**config.mk**
```make
export PLATFORM = sky130hd
export DESIGN_NAME = mem_port_arbiter
export DESIGN_NICKNAME = d
export VERILOG_FILES = /design/src/rtl/mem_port_arbiter.sv
export SDC_FILE = /design/constraint.sdc
export NUM_CORES = 1
export LEC_CHECK = 0
export CAP_MARGIN = 10
export CORE_MARGIN = 4
export CORE_UTILIZATION = 30
export CTS_BUF_LIST = sky130_fd_sc_hd__clkbuf_16
export CTS_CLUSTER_SIZE = 25
export DETAILED_ROUTE_END_ITERATION = 16
export DONT_BUFFER_PORTS = 1
export GPL_ROUTABILITY_DRIVEN = 0
export GPL_TIMING_DRIVEN = 0
export MAX_ROUTING_LAYER = met4
export PLACE_DENSITY_LB_ADDON = 0.3
export SKIP_CTS_REPAIR_TIMING = 1
export SLEW_MARGIN = 20
export SYNTH_ARGS = -nofsm -noshare
export SYNTH_HDL_FRONTEND = slang
export SYNTH_SLANG_ARGS = --single-unit
```
**constraint.sdc**
```tcl
create_clock -name clk -period 2.4 [get_ports clk]
set_clock_uncertainty 0.15 [all_clocks]
set_input_delay 0.12 -clock clk [delete_from_list [all_inputs] [get_ports clk]]
set_output_delay 0.12 -clock clk [all_outputs]
set_load 0.1 [all_outputs]
```
**src/rtl/mem_port_arbiter.sv**
```systemverilog
`default_nettype none
// ============================================================================
// Module      : mem_port_arbiter
// Description : Shares one single-port, fixed-latency unified memory between
//               the instruction-fetch port and the data (MEM-stage) port.
//               Data accesses win arbitration. A starvation counter makes
//               sure a waiting fetch is served after at most STARVE_MAX data
//               grants. Read data returns on a one-cycle valid pulse.
// Revision    : 1.0 - initial release
// ============================================================================
module mem_port_arbiter #(
  parameter int ADDR_W     = 32,
  parameter int DATA_W     = 32,
  parameter int MEM_LAT    = 2,   // 1..8
  parameter int STARVE_MAX = 4    // 1..15
) (
  input  logic              clk,
  input  logic              rst,        // active-low, asynchronous
  // instruction-fetch port
  input  logic              if_req,
  input  logic [ADDR_W-1:0] if_addr,
  input  logic              if_kill,
  output logic              if_gnt,
  output logic              if_rvalid,
  output logic [DATA_W-1:0] if_rdata,
  // data port
  input  logic              d_req,
  input  logic              d_we,
  input  logic [ADDR_W-1:0] d_addr,
  input  logic [DATA_W-1:0] d_wdata,
  output logic              d_gnt,
  output logic              d_rvalid,
  output logic [DATA_W-1:0] d_rdata,
  // memory side
  output logic              mem_en,
  output logic              mem_we,
  output logic [ADDR_W-1:0] mem_addr,
  output logic [DATA_W-1:0] mem_wdata,
  input  logic [DATA_W-1:0] mem_rdata,
  // status
  output logic              busy
);

  // --------------------------------------------------------------------------
  // Constants
  // --------------------------------------------------------------------------
  localparam logic [0:0] c_st_idle    = 1'b0;
  localparam logic [0:0] c_st_rd_wait = 1'b1;

  localparam logic [3:0] c_mem_lat    = 4'(MEM_LAT);
  localparam logic [3:0] c_starve_max = 4'(STARVE_MAX);

  // --------------------------------------------------------------------------
  // State and datapath registers
  // --------------------------------------------------------------------------
  logic [0:0]        r_state;
  logic [0:0]        w_state_nxt;
  logic [3:0]        r_lat_cnt;       // cycles left until mem_rdata is valid
  logic [3:0]        r_starve_cnt;    // data grants while a fetch waits
  logic              r_owner_d;       // 1 = outstanding read belongs to data
  logic              r_kill_pending;  // outstanding fetch was killed
  logic              r_if_rvalid;
  logic              r_d_rvalid;
  logic [DATA_W-1:0] r_if_rdata;
  logic [DATA_W-1:0] r_d_rdata;

  // --------------------------------------------------------------------------
  // Combinational control
  // --------------------------------------------------------------------------
  logic              w_gnt_if;
  logic              w_gnt_d;
  logic              w_rd_grant;
  logic              w_rd_wait;
  logic              w_capture;
  logic              w_fetch_killed;
  logic              w_mem_en;
  logic              w_mem_we;
  logic [ADDR_W-1:0] w_mem_addr;
  logic [DATA_W-1:0] w_mem_wdata;

  assign w_rd_wait      = (r_state == c_st_rd_wait);
  // The cycle in which the memory presents the read word.
  assign w_capture      = w_rd_wait && (r_lat_cnt == 4'd1);
  // A kill arriving in the capture cycle itself still suppresses the response.
  assign w_fetch_killed = r_kill_pending || if_kill;
  // Any grant except a data write occupies the memory for MEM_LAT cycles.
  assign w_rd_grant     = w_gnt_if || (w_gnt_d && !d_we);

  // FSM state register
  always_ff @(posedge clk or negedge rst) begin
    if (!rst) begin
      r_state <= c_st_idle;
    end else begin
      r_state <= w_state_nxt;
    end
  end

  // FSM next-state logic: reads park in RD_WAIT, writes never leave IDLE
  always_comb begin
    w_state_nxt = r_state;
    case (r_state)
      c_st_idle: begin
        if (w_rd_grant) begin
          w_state_nxt = c_st_rd_wait;
        end
      end
      c_st_rd_wait: begin
        if (w_capture) begin
          w_state_nxt = c_st_idle;
        end
      end
      default: begin
        w_state_nxt = c_st_idle;
      end
    endcase
  end

  // FSM output logic: arbitration and memory command, only in IDLE and
  // forced low while reset is asserted
  always_comb begin
    w_gnt_if    = 1'b0;
    w_gnt_d     = 1'b0;
    w_mem_en    = 1'b0;
    w_mem_we    = 1'b0;
    w_mem_addr  = '0;
    w_mem_wdata = '0;
    if (rst && (r_state == c_st_idle)) begin
      if (d_req && ((r_starve_cnt < c_starve_max) || !if_req)) begin
        w_gnt_d     = 1'b1;
        w_mem_en    = 1'b1;
        w_mem_we    = d_we;
        w_mem_addr  = d_addr;
        w_mem_wdata = d_wdata;
      end else if (if_req) begin
        w_gnt_if    = 1'b1;
        w_mem_en    = 1'b1;
        w_mem_we    = 1'b0;
        w_mem_addr  = if_addr;
        w_mem_wdata = '0;
      end
    end
  end

  // Latency counter: loaded on a read grant, counts down while waiting
  always_ff @(posedge clk or negedge rst) begin
    if (!rst) begin
      r_lat_cnt <= 4'd0;
    end else if (w_rd_grant) begin
      r_lat_cnt <= c_mem_lat;
    end else if (w_rd_wait && (r_lat_cnt != 4'd0)) begin
      r_lat_cnt <= r_lat_cnt - 4'd1;
    end
  end

  // Owner latch and fetch-kill tracking for the outstanding read
  always_ff @(posedge clk or negedge rst) begin
    if (!rst) begin
      r_owner_d      <= 1'b0;
      r_kill_pending <= 1'b0;
    end else if (w_rd_grant) begin
      r_owner_d      <= w_gnt_d;
      r_kill_pending <= w_gnt_if && if_kill;
    end else if (w_capture) begin
      r_kill_pending <= 1'b0;
    end else if (w_rd_wait && !r_owner_d && if_kill) begin
      r_kill_pending <= 1'b1;
    end
  end

  // Starvation counter: counts data grants that overtake a waiting fetch
  always_ff @(posedge clk or negedge rst) begin
    if (!rst) begin
      r_starve_cnt <= 4'd0;
    end else if (!if_req || w_gnt_if) begin
      r_starve_cnt <= 4'd0;
    end else if (w_gnt_d && (r_starve_cnt < c_starve_max)) begin
      r_starve_cnt <= r_starve_cnt + 4'd1;
    end
  end

  // Fetch response: capture the word and pulse valid unless killed
  always_ff @(posedge clk or negedge rst) begin
    if (!rst) begin
      r_if_rvalid <= 1'b0;
      r_if_rdata  <= '0;
    end else begin
      r_if_rvalid <= 1'b0;
      if (w_capture && !r_owner_d && !w_fetch_killed) begin
        r_if_rvalid <= 1'b1;
        r_if_rdata  <= mem_rdata;
      end
    end
  end

  // Data response: capture the load word and pulse valid
  always_ff @(posedge clk or negedge rst) begin
    if (!rst) begin
      r_d_rvalid <= 1'b0;
      r_d_rdata  <= '0;
    end else begin
      r_d_rvalid <= 1'b0;
      if (w_capture && r_owner_d) begin
        r_d_rvalid <= 1'b1;
        r_d_rdata  <= mem_rdata;
      end
    end
  end

  // --------------------------------------------------------------------------
  // Output assignments
  // --------------------------------------------------------------------------
  assign if_gnt    = w_gnt_if;
  assign d_gnt     = w_gnt_d;
  assign mem_en    = w_mem_en;
  assign mem_we    = w_mem_we;
  assign mem_addr  = w_mem_addr;
  assign mem_wdata = w_mem_wdata;
  assign if_rvalid = r_if_rvalid;
  assign if_rdata  = r_if_rdata;
  assign d_rvalid  = r_d_rvalid;
  assign d_rdata   = r_d_rdata;
  assign busy      = w_rd_wait;

endmodule
`default_nettype wire

```
==> results.yml <==
timing:
  setup-violations-final: 0
  slew_headroom: 0.3669
  rsz0062_at_grt: "true"
  tightest_slew_ps: 949.6
  whs_ps: -6.959
  worst_slack_ps: 31.45
  fin_crit_ps: 2369
  hold_violations: 1
  fin_crit_sh: 0.9869
  fmax_mhz: 422.2
  drv_slew: 0
worst_setup_path:
  cp-start-kind: "register"
  crit_path_top_delay_cell: "dfrtp_4"
  cp_num_cells: 4
  worstPathArrival_ps: 2100
  slowest_delay_ps: 640
  rr_worst_depth: 5
  cp_max_fo: 10
  cp.buffers_inverters: 1
  cp-end-kind: "output pin"
  crit_required_ps: 2130
  worst-setup-path-type: "reg -> out"
  path_cells: "nor2b_4, and3_4, buf_8, a22o_2"
  crit_family: "flip-flops"
finish:
  diodes: 0
  layout_common_cells: "dfrtp_1, dlygate4sd3_1, mux2_2, and2_4, mux2_4"
  final_nets: 474
  multi_input_area_mm2: 0.002024
  syn_to_final_growth_pct: 37.04
  final_common_cell: "dfrtp_1"
  layout-drive-gt1-share: 0.5147
  postLayoutCellArea_mm2: 0.005134
  layout.filler_cells: 1099
  seq_area_mm2: 0.001931
global_routing:
  first_global_vias: 2652
  overflow: 0
  antenna_found_initial: 0
  grtUsageTotal: 0.1635
  grt_pass1_wl_um: 17150
  grt_max_degree: 81
clock_network:
  root_buffer: "clkbuf_16"
  clkTransAtPathRegs_ps: 60
  cts_made_buffers: 9
  clockBufferDepth: 2
  htree_levels: 3
  clock_latency_ps: 330
  cts_tree: "yes"
  cts_sinks: 77
floorplanning:
  io_pins: 269
  fp.dieW_um: 119.7
  core_area_mm2: 0.01211
  start_util: 0.3093
  row_count: 40
  die-height_um: 119.7
  dieArea_mm2: 0.01434
logic_synthesis:
  synth-async-reset-ratio: 1.000
  synth_edf_count: 0
  synth_cell_type_count: 36
  syn_area_per_cell_um2: 13.33
  synth-main-ff-cell: "dfrtp_1"
  syn_inst: 281
  netlist_area_mm2: 0.003746
  syn_nets: 419
  synth_top_area_cell: "dfrtp_1"
  ys_seq_elements: 77
  yosys_warnings: 0
  netlist_top_cells_area: "dfrtp_1, mux2_4, mux2_2, a22o_1, and2_1"
  ys_seq_area_frac: 0.5144
  post-synth-top-area-fraction: 0.5144
run_status:
  violations: "hold timing"
  status: "complete, but fails checks"
detailed_routing:
  drc: 0
  firstDrtPassIters: 4
  ant_nets: 0
  drtIter0Drc: 67
  viasPerCell: 5.069
  wirelength_um: 12430
  via_count: 2575
  avgRoutedWirePerCell_um: 24.47
worst_hold_path:
  whs_path_depth: 3
  min_path_type: "in -> reg"
placement:
  port_buffers: 0
  hpwl_um: 9491
  pre_cts_ws_ps: -314.0
  dpl_cell_area_mm2: 0.004095
run:
  drv_cap: 0
[logic make-up (layout without fill, tap and decap cells)]
kind of cell,Yosys count,in the layout,synth area share
adder cells (fa/ha/maj),4,4,0.01336
flip-flops,77,77,0.5144
buffers and inverters,26,85,0.03941
multiplexers,65,65,0.2241
AND/OR/NAND/NOR,62,62,0.1066
AO/OA/AOI/OAI,47,47,0.1022
[stage by stage]
stage / hold WS [ps] / util / cells / TNS [ps]
global placement: -323.4 / 0.3381 / 449 / -7469
floorplan: -325.6 / - / 281 / 0
detailed placement: -323.7 / 0.3381 / 449 / -11340
global route: 13.33 / 0.4239 / 508 / -152.1
CTS: -682.7 / 0.3613 / 464 / -35700
finish: -6.959 / 0.4239 / 508 / 0
[flip-flops by register name, indices dropped and copies added (netlist names)]
register        count
r_lat_cnt           4
r_starve_cnt        4
r_kill_pending      1
r_owner_d           1
d_rdata            32
if_rdata           32
d_rvalid            1
if_rvalid           1
busy                1
[worst paths after layout]
path	end	slack (ps)	from
min in group asynchronous	if_rdata[28]$_DFFE_PN0P_	190	rst
setup / recovery	mem_addr[31]	30	busy$_DFF_PN0_
hold reg to reg	r_starve_cnt[1]$_DFFE_PN0P_	410	r_starve_cnt[1]$_DFFE_PN0P_
max in group asynchronous	if_rdata[7]$_DFFE_PN0P_	1600	rst
hold / removal	r_starve_cnt[1]$_DFFE_PN0P_	-7	rst
setup reg to reg	d_rdata[13]$_DFFE_PN0P_	140	busy$_DFF_PN0_
[cell usage after synthesis, drive strengths merged (3+ instances only)]
cell,instances
mux2,64
nand2,6
a22o,32
dfrtp,77
and2,33
a21boi,3
o21ai,3
clkbuf,6
ha,4
inv,6
nand3,3
and3,4
a21oi,3
buf,14
nor2,4
[worst reg2reg max path: stages, from the launching register on]
cell,delay [ps]
dfrtp_4,640
nand4bb_4,170
or2_2,120
clkbuf_1,330
buf_2,360
mux2_2,370
[per-layer routing]
layer	share of wire	up-vias	wire, um	GRT usage
met5	0	-	0	-
met4	0.035	0	440	0.06084
met3	0.11	20	1353	0.07964
met2	0.51	163	6302	0.2772
met1	0.35	1271	4337	0.1633
li1	-	1121	-	-
[area by class of cell]
class	count	share of cell area
Timing Repair Buffer	44	0.08969
Tap cell	168	0.04095
Sequential cell	77	0.3761
Multi-Input combinational cell	178	0.3943
Clock inverter	6	0.01072
Clock buffer	9	0.04387
Buffer	20	0.03997
Inverter	6	0.004387
Power is not shown: default switching activity piles up to over one toggle a cycle in this logic, so the estimate is an artifact.
